### src/rtl/mips8_pkg.sv
// Shared definitions for the 8-bit, 8-register MIPS core.
package mips8_pkg;

    localparam int unsigned DATA_W = 8;
    localparam int unsigned REG_AW = 3;
    localparam int unsigned OP_W   = 3;

    // ALU operation codes carried through the pipeline untouched.
    localparam logic [OP_W-1:0] ALU_ADD = 3'd0;
    localparam logic [OP_W-1:0] ALU_SUB = 3'd1;
    localparam logic [OP_W-1:0] ALU_AND = 3'd2;
    localparam logic [OP_W-1:0] ALU_OR  = 3'd3;
    localparam logic [OP_W-1:0] ALU_SLT = 3'd4;
    localparam logic [OP_W-1:0] ALU_XOR = 3'd5;
    localparam logic [OP_W-1:0] ALU_NOR = 3'd6;
    localparam logic [OP_W-1:0] ALU_SLL = 3'd7;

    // Registered payload presented to the EX stage.
    typedef struct packed {
        logic [DATA_W-1:0] op_a;
        logic [DATA_W-1:0] op_b;
        logic [REG_AW-1:0] rd;
        logic [OP_W-1:0]   alu_op;
        logic              regwr;
    } ex_payload_t;

endpackage

### src/rtl/fwd_mux.sv
// Operand bypass selector: EX result beats WB write data beats register-file data.
module fwd_mux
    import mips8_pkg::*;
(
    input  logic [REG_AW-1:0] rs,
    input  logic [DATA_W-1:0] rf_data,
    input  logic              ex_fwd_en,
    input  logic [REG_AW-1:0] ex_rd,
    input  logic [DATA_W-1:0] ex_result,
    input  logic              wb_regwr,
    input  logic [REG_AW-1:0] wb_rd,
    input  logic [DATA_W-1:0] wb_data,
    output logic [DATA_W-1:0] operand
);

    // EX holds the younger result, so it is checked first.
    always_comb begin
        operand = rf_data;
        if (ex_fwd_en && (ex_rd == rs)) begin
            operand = ex_result;
        end else if (wb_regwr && (wb_rd == rs)) begin
            operand = wb_data;
        end
    end

endmodule

### src/rtl/id_ex_stage.sv
// ID->EX pipeline register with RAW bypassing, valid/ready handshake, flush
// and a saturating stall counter.
module id_ex_stage
    import mips8_pkg::*;
#(
    parameter int unsigned CNT_W = 8
) (
    input  logic              clk,
    input  logic              reset,
    input  logic              id_valid,
    output logic              id_ready,
    input  logic [REG_AW-1:0] id_rs1,
    input  logic [REG_AW-1:0] id_rs2,
    input  logic [REG_AW-1:0] id_rd,
    input  logic [DATA_W-1:0] id_data1,
    input  logic [DATA_W-1:0] id_data2,
    input  logic [DATA_W-1:0] id_imm,
    input  logic [OP_W-1:0]   id_alu_op,
    input  logic              id_regwr,
    input  logic              id_use_imm,
    input  logic              wb_regwr,
    input  logic [REG_AW-1:0] wb_rd,
    input  logic [DATA_W-1:0] wb_data,
    input  logic [DATA_W-1:0] ex_result,
    input  logic              flush,
    output logic              ex_valid,
    input  logic              ex_ready,
    output logic [DATA_W-1:0] ex_op_a,
    output logic [DATA_W-1:0] ex_op_b,
    output logic [REG_AW-1:0] ex_rd,
    output logic [OP_W-1:0]   ex_alu_op,
    output logic              ex_regwr,
    output logic [CNT_W-1:0]  stall_cnt
);

    logic              ex_valid_q;
    ex_payload_t       pay_q;
    ex_payload_t       pay_d;
    logic [CNT_W-1:0]  stall_q;
    logic              capture;
    logic              stalled;
    logic              ex_fwd_en;
    logic [DATA_W-1:0] fwd_a;
    logic [DATA_W-1:0] fwd_b;

    assign id_ready  = !ex_valid_q || ex_ready;
    assign capture   = id_valid && id_ready && !flush;
    assign stalled   = id_valid && !id_ready && !flush;
    // Only a live instruction that writes rd may bypass its result.
    assign ex_fwd_en = ex_valid_q && pay_q.regwr;

    fwd_mux u_fwd_a (
        .rs        (id_rs1),
        .rf_data   (id_data1),
        .ex_fwd_en (ex_fwd_en),
        .ex_rd     (pay_q.rd),
        .ex_result (ex_result),
        .wb_regwr  (wb_regwr),
        .wb_rd     (wb_rd),
        .wb_data   (wb_data),
        .operand   (fwd_a)
    );

    fwd_mux u_fwd_b (
        .rs        (id_rs2),
        .rf_data   (id_data2),
        .ex_fwd_en (ex_fwd_en),
        .ex_rd     (pay_q.rd),
        .ex_result (ex_result),
        .wb_regwr  (wb_regwr),
        .wb_rd     (wb_rd),
        .wb_data   (wb_data),
        .operand   (fwd_b)
    );

    // Assemble the payload that would be captured this cycle.
    always_comb begin
        pay_d        = '0;
        pay_d.op_a   = fwd_a;
        pay_d.op_b   = id_use_imm ? id_imm : fwd_b;
        pay_d.rd     = id_rd;
        pay_d.alu_op = id_alu_op;
        pay_d.regwr  = id_regwr;
    end

    // Handshake and payload: flush kills both the held and incoming instruction.
    always_ff @(posedge clk) begin
        if (!reset) begin
            ex_valid_q <= 1'b0;
            pay_q      <= '0;
        end else if (flush) begin
            ex_valid_q <= 1'b0;
        end else if (capture) begin
            ex_valid_q <= 1'b1;
            pay_q      <= pay_d;
        end else if (ex_ready) begin
            ex_valid_q <= 1'b0;
        end
    end

    // Saturating count of cycles where decode was held off.
    always_ff @(posedge clk) begin
        if (!reset) begin
            stall_q <= '0;
        end else if (stalled && (stall_q != {CNT_W{1'b1}})) begin
            stall_q <= stall_q + 1'b1;
        end
    end

    assign ex_valid  = ex_valid_q;
    assign ex_op_a   = pay_q.op_a;
    assign ex_op_b   = pay_q.op_b;
    assign ex_rd     = pay_q.rd;
    assign ex_alu_op = pay_q.alu_op;
    assign ex_regwr  = pay_q.regwr;
    assign stall_cnt = stall_q;

`ifndef SYNTHESIS
    // A held, unconsumed instruction must not change under the consumer.
    hold_stable : assert property (@(posedge clk) disable iff (!reset)
        (ex_valid_q && !ex_ready) |=> $stable(pay_q));
`endif

endmodule

### config.mk
export PLATFORM = sky130hd
export DESIGN_NAME = id_ex_stage
export DESIGN_NICKNAME = d
export VERILOG_FILES = /design/src/rtl/mips8_pkg.sv /design/src/rtl/fwd_mux.sv /design/src/rtl/id_ex_stage.sv
export SDC_FILE = /design/constraint.sdc
export NUM_CORES = 1
export LEC_CHECK = 0
export CORE_ASPECT_RATIO = 0.8
export CORE_MARGIN = 1.5
export CORE_UTILIZATION = 35
export DETAILED_ROUTE_END_ITERATION = 8
export HOLD_SLACK_MARGIN = 0.15
export PLACE_DENSITY = 0.7
export SETUP_SLACK_MARGIN = 0.15
export SYNTH_ARGS = -nofsm -noshare
export SYNTH_HDL_FRONTEND = slang
export SYNTH_SLANG_ARGS = --single-unit
### constraint.sdc
create_clock -name clk -period 3.1 [get_ports clk]
set_input_delay 0.31 -clock clk [delete_from_list [all_inputs] [get_ports clk]]
set_output_delay 0.31 -clock clk [all_outputs]
set_load 0.02 [all_outputs]
Word-level counts from Yosys, hierarchy flattened:

Index checks and enable logic that the tools add are counted.
Widths: inputs -> output; s select.

* reduce and logical (&&, ||, !) cells: 17
* bitwise gates (word level): 2
* $add $sub $neg: 1
* mux-type cells: 7
* eq/ne operators: 5

Operators with widths (number)
* $mux 8: 5
* $eq 3x3->1: 4
* $logic_and 1x1->1: 10
* $add 8x1->8 const B: 1
* $ne 8x8->1 const B: 1
* $logic_not 1->1: 3
* $mux 1: 2
* $not 1->1: 2
* $reduce_and 2->1: 1
* $reduce_bool 2->1: 1
* $reduce_or 2->1: 1
* $logic_or 1x1->1: 1

* flip-flop bits (word level): 32
* output and inout port bits: 33
* bits of input ports: 63
* word-level logic and storage cells: 39

Logic depth before layout (Yosys ltp):

Gate-level depths: netlist (run 1).

* depth after elaboration: 6
* gate-level depth with buffers: 7
* mapped depth without buffers: 6

Cells and area by module:

A second synthesis (run 1) with hierarchy kept.

* cells, all modules: 220
* area, all modules: 1794.2 sq um

Modules (own cells, without submodules)
* id_ex_stage: sequential area each 640.6 sq um, cells an instance 154, area an instance 1311.3 sq um, times used 1
* fwd_mux: sequential area each 0.0 sq um, cells an instance 33, area an instance 241.5 sq um, times used 2

Worst setup path after synthesis (run 1):

Ideal clock, no wire load.

* path type: reg-to-reg
* start point: reg pay_q, in the netlist ex_rd[1]
* end point: reg pay_q, in the netlist ex_op_b[2]
* buffers on the path: 1
* required time: 2.968 ns
* clock period less this slack: 1.625 ns
* path slack: 1.475 ns
* setup time: 0.132 ns
* data arrival time: 1.494 ns
* stages on the path, launching flop included: 7
* cells stage by stage: dfxtp_1 > xnor2_1 > nand4_2 > nor2b_1 > buf_4 > a221oi_2 > a21oi_1

* word-level cells in the longest chain between the ends: 4

Ends and longest elaborated chain
* start, declared: line id_ex_stage.sv:37 `ex_payload_t pay_q;`
* start signal, assigned: line id_ex_stage.sv:95 `pay_q <= pay_d;`
* $eq 3x3->1: line fwd_mux.sv:19 `if (ex_fwd_en && (ex_rd == rs)) begin`
* $logic_and 1x1->1: line fwd_mux.sv:19
* $mux 8: line fwd_mux.sv:19
* $mux 8: line id_ex_stage.sv:80 `pay_d.op_b = id_use_imm ? id_imm : fwd_b;`

Every way passes these cells.
A chain may end at the register's enable or synchronous reset.

Final worst setup path (run 1):

* start point: in id_rs2[0]
* end point: reg pay_q, in the netlist ex_op_b[0]

* word-level cells in the longest chain between the ends: 5
* elaborated cells on any way between the ends: 7
* classes of those cells: 2 x eq/ne; 3 x mux; 2 x reduce/logical

Ends and longest elaborated chain
* start, declared: line id_ex_stage.sv:13 `input logic [REG_AW-1:0] id_rs2,`
* $eq 3x3->1: line fwd_mux.sv:21 `end else if (wb_regwr && (wb_rd == rs)) begin`
* $logic_and 1x1->1: line fwd_mux.sv:21
* $mux 8: line fwd_mux.sv:21
* $mux 8 (*): line fwd_mux.sv:19
* $mux 8 (*): line id_ex_stage.sv:80

Mark *: on every way between the ends. The rest lies on a longest branch, timed or not.

==> flow_summary.toml, run 1 <==
[outcome]
status = "complete, no violations"

[floorplan]
fp.dieW_um = 82.27
rows = 22
die_height_um = 66.41
core_area_um2 = 4707
die_area_um2 = 5463
pin_count = 96
initial_utilization_pct = 37.37

[global_routing]
gr-total-overflow = 0
grt_start_max_net_pins = 27
grt_pass1_wl_um = 7845
grt_pass1_vias = 1561
antenna_found_initial = 0
track_usage_pct = 19.72

[worst_setup_path]
worstReg2RegStart = "ex_rd[0]$_SDFFE_PN0P_"
crit_arrival_ns = 2.16
rr_worst_depth = 5
crit_chain = "clkdlybuf4s50_1 -> xnor2_1 -> nand4_2 -> nor2b_1 -> a221oi_2 -> a21oi_1"
path_depth = 6
critPathBufInv = 1
crit_required_ns = 3.31
crit_path_end_kind = "register"
crit_slowest_cell = "nor2b_1"
slowest_delay_ns = 0.72
worstSetupStartpointType = "input pin"
path_max_fanout = 9
cpLargestDelayFamily = "simple AND/OR/NAND/NOR gates"
path_class = "in2reg"
crit_start = "id_rs2[0]"

[clock_network]
cts_tree = "yes"
cts.clk_slew.worst_paths_ns = 0.07
worstSkewPairLatency_ns = 0.28
cts_setup_buffers = 0
numCtsBuffers = 5
root_buffer = "clkbuf_8"
post_cts_resized = 0
cts.sink_count = 32
clock_tree.buffer_depth = 2
ctsHoldBuffers = 0
h-tree-depth = 2

[synth]
synth_cell_types = 32
syn_avg_cell_area_um2 = 9.828
ys_ff_latch = 32
syn_area_um2 = 1759
yosysWarningCount = 0
syn_nets = 243
seq_area_frac_synth_pct = 36.42
syn_inst = 179

[sta]
finalHoldViolCount = 0
timing.fmax_mhz = 512.5
setup_viol = 0
period_needed_ns = 1.951
worstMarginPinSlew_ns = 0.8516
rsz0062_at_grt = "no"
tns_ns = 0
fin_skew_ns = 0.006258
relSlewSlack_pct = 43.11
fin_crit_sh_pct = 62.95
drv_slew = 0

[hold_path]
worstHoldPathCells = 2
min_path_type = "reg2reg"
min-delay-start = "ex_op_a[0]$_SDFFE_PN0P_"

[routing]
wire_per_inst_um = 15.90
first_pass_iters = 4
num_vias = 1650
drc = 0
drtIter0Drc = 64
viasPerCell = 4.911
routed_wl_um = 5341
antenna_left = 0

[finish]
diodes = 0
postLayoutCoreUtil_pct = 60.77
area_growth_pct = 62.59
layout.cells.most_common = "clkdlybuf4s50_1"
fillers = 429
drive_above_1_share_pct = 10.87
nets = 339
final_cell_mix = "clkdlybuf4s50_1, dfxtp_1, o21ai_0"

[pwr]
power_per_cell_area_nw_per_um2 = 358.2
p_leak_nw = 1.064
ir_drop_mv = 0.2179

[placed_design]
gp_congestion = 0.7792
dp_hpwl_um = 4076
io_buffer_count = 95

[run]
drv_cap = 0
per-layer routing:
metal / vias to the layer above / global-route usage (%) / routed length, um
met2: 43 / 28.56 / 2292
met4: 0 / 7.415 / 82
met3: 7 / 3.448 / 276
met1: 753 / 28.62 / 2689
met5: - / 0 / 0
li1: 847 / - / -
final cells by class:
cell class	count	area (um2)	share of cell area, %
Multi-Input combinational cell	134	1062	37.14
Timing Repair Buffer	99	980.9	34.30
Sequential cell	32	640.6	22.40
Tap cell	60	75.07	2.625
Inverter	3	11.26	0.3937
Clock buffer	8	90.09	3.150
worst register-to-register path: stages (launching register included):
cell,delay (ns)
dfxtp_1,0.43
xnor2_1,0.11
nand4_2,0.21
nor2b_1,0.72
a221oi_2,0.13
a21oi_1,0.19
final timing paths:
| check | end | slack, ns |
|---|---|---|
| setup / recovery | ex_op_b[0]$_SDFFE_PN0P_ | 1.15 |
| hold / removal | ex_op_a[0]$_SDFFE_PN0P_ | 0.50 |
| setup reg to reg | ex_op_b[0]$_SDFFE_PN0P_ | 1.25 |
| hold reg to reg | ex_op_a[0]$_SDFFE_PN0P_ | 0.50 |
stage by stage:
step	setup slack, ns	hold WS (ns)	area (um2)	std cells	power, W
final	1.149	0.4955	2860	336	0.001025
after CTS	1.148	0.5008	2860	336	0.001035
after global routing	0.9795	0.5283	2860	336	0.001068
after detailed placement	0.8589	0.4849	2770	328	0.0006987
after floorplan	1.475	0.3861	1759	179	0.0005566
after global placement	0.8895	0.4752	2770	328	0.0006970
state kept, by name, indices dropped and copies added, names as in the netlist:
name / count
ex_alu_op: 3
ex_op_b: 8
ex_op_a: 8
stall_cnt: 8
ex_valid: 1
ex_regwr: 1
ex_rd: 3
power breakdown:
part           internal (W)  switching (W)  leakage, nW
clock              0.000181       0.000154       0.0455
combinational      0.000149       0.000100        0.758
sequential         0.000429      0.0000112        0.261
cells in the mapped netlist:
master | n | share of area [%]
a221oi_2 | 8 | 6.8
nor3_1 | 2 | 0.57
mux2_2 | 8 | 5.1
nand3_1 | 2 | 0.57
a21oi_1 | 8 | 2.3
xnor2_1 | 14 | 7.0
xor2_1 | 4 | 2.0
a21boi_0 | 1 | 0.43
buf_4 | 3 | 1.3
and2_1 | 7 | 2.5
nor2_1 | 3 | 0.64
buf_1 | 1 | 0.21
dfxtp_1 | 32 | 36
nand3b_1 | 1 | 0.43
o211ai_1 | 1 | 0.43
o21ai_0 | 17 | 4.8
or3_1 | 1 | 0.36
buf_2 | 1 | 0.28
ha_1 | 1 | 0.71
clkbuf_1 | 5 | 1.1
inv_1 | 3 | 0.64
and4bb_2 | 1 | 0.71
and3_1 | 2 | 0.71
nand2_1 | 2 | 0.43
nor2b_1 | 11 | 3.9
nor3b_1 | 10 | 4.3
o21ai_1 | 1 | 0.28
a22oi_1 | 8 | 3.4
nand4_1 | 2 | 0.71
mux2i_1 | 16 | 9.1
and4_1 | 1 | 0.50
nand4_2 | 2 | 1.4
cell families after synthesis:
kind of cell	count (synthesis)	share of synthesized area, %
flip-flops	32	36.42
AO/OA/AOI/OAI	44	18.49
buffers and inverters	13	3.485
XOR/XNOR	18	8.962
multiplexers	24	14.22
adder cells (fa/ha/maj)	1	0.7111
AND/OR/NAND/NOR	47	17.71
(Power assumes the default switching activity.)
==> run 2: changes to the inputs <==
--- a/config.mk
+++ b/config.mk
@@ -10,7 +10,7 @@
 export CORE_UTILIZATION = 35
 export DETAILED_ROUTE_END_ITERATION = 8
 export HOLD_SLACK_MARGIN = 0.15
-export PLACE_DENSITY = 0.7
+export PLACE_DENSITY = 0.73
 export SETUP_SLACK_MARGIN = 0.15
 export SYNTH_ARGS = -nofsm -noshare
 export SYNTH_HDL_FRONTEND = slang
==> constraint.sdc (replaced) <==
create_clock -name clk -period 1.7 [get_ports clk]
set_input_delay 0.17 -clock clk [delete_from_list [all_inputs] [get_ports clk]]
set_output_delay 0.17 -clock clk [all_outputs]
set_load 0.02 [all_outputs]
==> run 2 against run 1 <==
Net effect:
- highest routed layer unchanged
- worst hold slack improved by 0.0031 ns
- critical endpoint is now stall_cnt[2]
- largest power group unchanged
- die area did not move
- power rose by 88%
- core utilization rose by 4.9 points
- clock power rose by 87%
- non-clock buffer count rose by 16
- critical path depth fell by 5
==> flow_summary.toml, run 2 (synthesis gave the netlist of run 1 again) <==
[worst_setup_path]
slowest_delay_ns = 0.63
critPathBufInv = 1
rr_worst_depth = 6
cp-endpoint = "stall_cnt[2]"
path_max_fanout = 5
worstSetupStartpointType = "register"
crit_slowest_cell = "clkdlybuf4s50_1"
cpLargestDelayFamily = "buffers and inverters"
crit_arrival_ns = 1.32
path_class = "reg2out"
worstReg2RegStart = "stall_cnt[0]$_SDFFE_PN0P_"
crit_required_ns = 1.53
crit_start = "stall_cnt[2]$_SDFFE_PN0P_"
r2r_end = "stall_cnt[7]$_SDFFE_PN0P_"
path_depth = 1
crit_chain = "clkdlybuf4s50_1"
crit_path_end_kind = "output port"
ff2ff_setup_slack_ns = 0.25

[routing]
num_vias = 1743
antenna_left = 0
drtIter0Drc = 64
viasPerCell = 4.952
first_pass_iters = 4
drc = 0
routed_wl_um = 5275
wire_per_inst_um = 14.99

[pwr]
total_power_w = 0.001924
p_leak_nw = 1.220
ir_drop_mv = 0.4580
power_per_cell_area_nw_per_um2 = 622.7

[clock_network]
h-tree-depth = 2
cts.clk_slew.worst_paths_ns = 0.07
numCtsBuffers = 5
cts_tree = "yes"
clock_tree.buffer_depth = 2
cts.sink_count = 32
ctsHoldBuffers = 0
worstSkewPairLatency_ns = 0.28
root_buffer = "clkbuf_8"

[hold_path]
min_path_type = "in2reg"
min-delay-start = "id_alu_op[1]"

[sta]
holdWs_ns = 0.4986
worstMarginPinSlew_ns = 0.3089
tns_ns = 0
rsz0062_at_grt = "yes"
fin_crit_sh_pct = 87.72
period_needed_ns = 1.491
setup_viol = 0
fin_skew_ns = 0.002730
relSlewSlack_pct = 79.37
drv_slew = 0
timing.fmax_mhz = 670.6
finalHoldViolCount = 0

[floorplan]
rows = 22
die_height_um = 66.41
initial_utilization_pct = 37.37
core_area_um2 = 4707
die_area_um2 = 5463
pin_count = 96
fp.dieW_um = 82.27

[run]
drv_cap = 0

[placed_design]
io_buffer_count = 95
placedInstanceArea_um2 = 2882
dp_hpwl_um = 4104
gp_congestion = 0.7841

[finish]
layout.cells.most_common = "clkdlybuf4s50_1"
diodes = 0
area_growth_pct = 75.68
nets = 355
final_area_um2 = 3090
fillers = 414
postLayoutCoreUtil_pct = 65.66
drive_above_1_share_pct = 22.26
final_cell_mix = "clkdlybuf4s50_1, dfxtp_1, buf_4"

[global_routing]
grt_pass1_wl_um = 7872
antenna_found_initial = 0
gr-total-overflow = 0
grt_pass1_vias = 1690
track_usage_pct = 19.40
grt_start_max_net_pins = 22

[outcome]
status = "complete, no violations"
[run 2: cell types whose count changed in the layout (fill, tap and decap cells not counted), moves of 3 or more]
cell	change
dfxtp_2	+6
buf_4	+15
clkdlybuf4s50_1	-9
o21ai_0	-3
dlygate4sd2_1	+7
xnor2_2	+3
xnor2_1	-3
dfxtp_1	-6
[run 2: metal layers]
layer  track usage, %  vias to the layer above  part of all wire, %
met3            5.379                        5                  6.7
met2            32.62                       53                   48
met4            6.992                        0                  1.1
met5                0                        -                    0
met1            23.36                      808                   44
li1                 -                      877                    -
[run 2: area by class of cell]
class	count	area [um2]	area share, %
clock buffers	6	82.58	2.672
multi-input cells	134	1149	37.17
repair buffers	115	1110	35.91
flip-flops and latches	32	648.1	20.97
inverters	3	11.26	0.3644
clock inverters	2	15.01	0.4858
well taps	60	75.07	2.429
[run 2: worst min path at each step]
stage,to,slack (ns),cells past startpoint
2_1_floorplan,ex_valid$_SDFFE_PP0P_,0.24,1
3_3_place_gp,ex_op_a[1]$_SDFFE_PN0P_,0.47,2
3_5_place_dp,ex_op_a[1]$_SDFFE_PN0P_,0.49,2
4_1_cts,ex_valid$_SDFFE_PP0P_,0.49,2
5_1_grt,ex_rd[0]$_SDFFE_PN0P_,0.51,3
6_report,ex_alu_op[1]$_SDFFE_PN0P_,0.50,3
[run 2: stage by stage]
step	instances	setup WS, ns
after detailed placement	340	-0.3109
after global placement	340	-0.2583
after global routing	352	0.1450
final	352	0.2087
after CTS	348	0.1525
after floorplan	179	0.1329
[run 2: where the power goes]
part           leakage, nW  internal [W]  switching, W
clock network       0.0434      0.000328      0.000300
logic                0.912      0.000298      0.000194
registers            0.264      0.000784     0.0000216
[run 2: what timing repair did]
item / 4_1_cts / 5_1_grt
endpoints found under the setup margin: 12 / 30
buffers inserted: 0 / 4
pin swaps: 5 / 3
resized for setup: 14 / 16
[run 2: worst min-delay path: stages]
cell and delay (ns):
clkdlybuf4s50_1 0.39, mux2i_1 0.13, nor2b_1 0.05
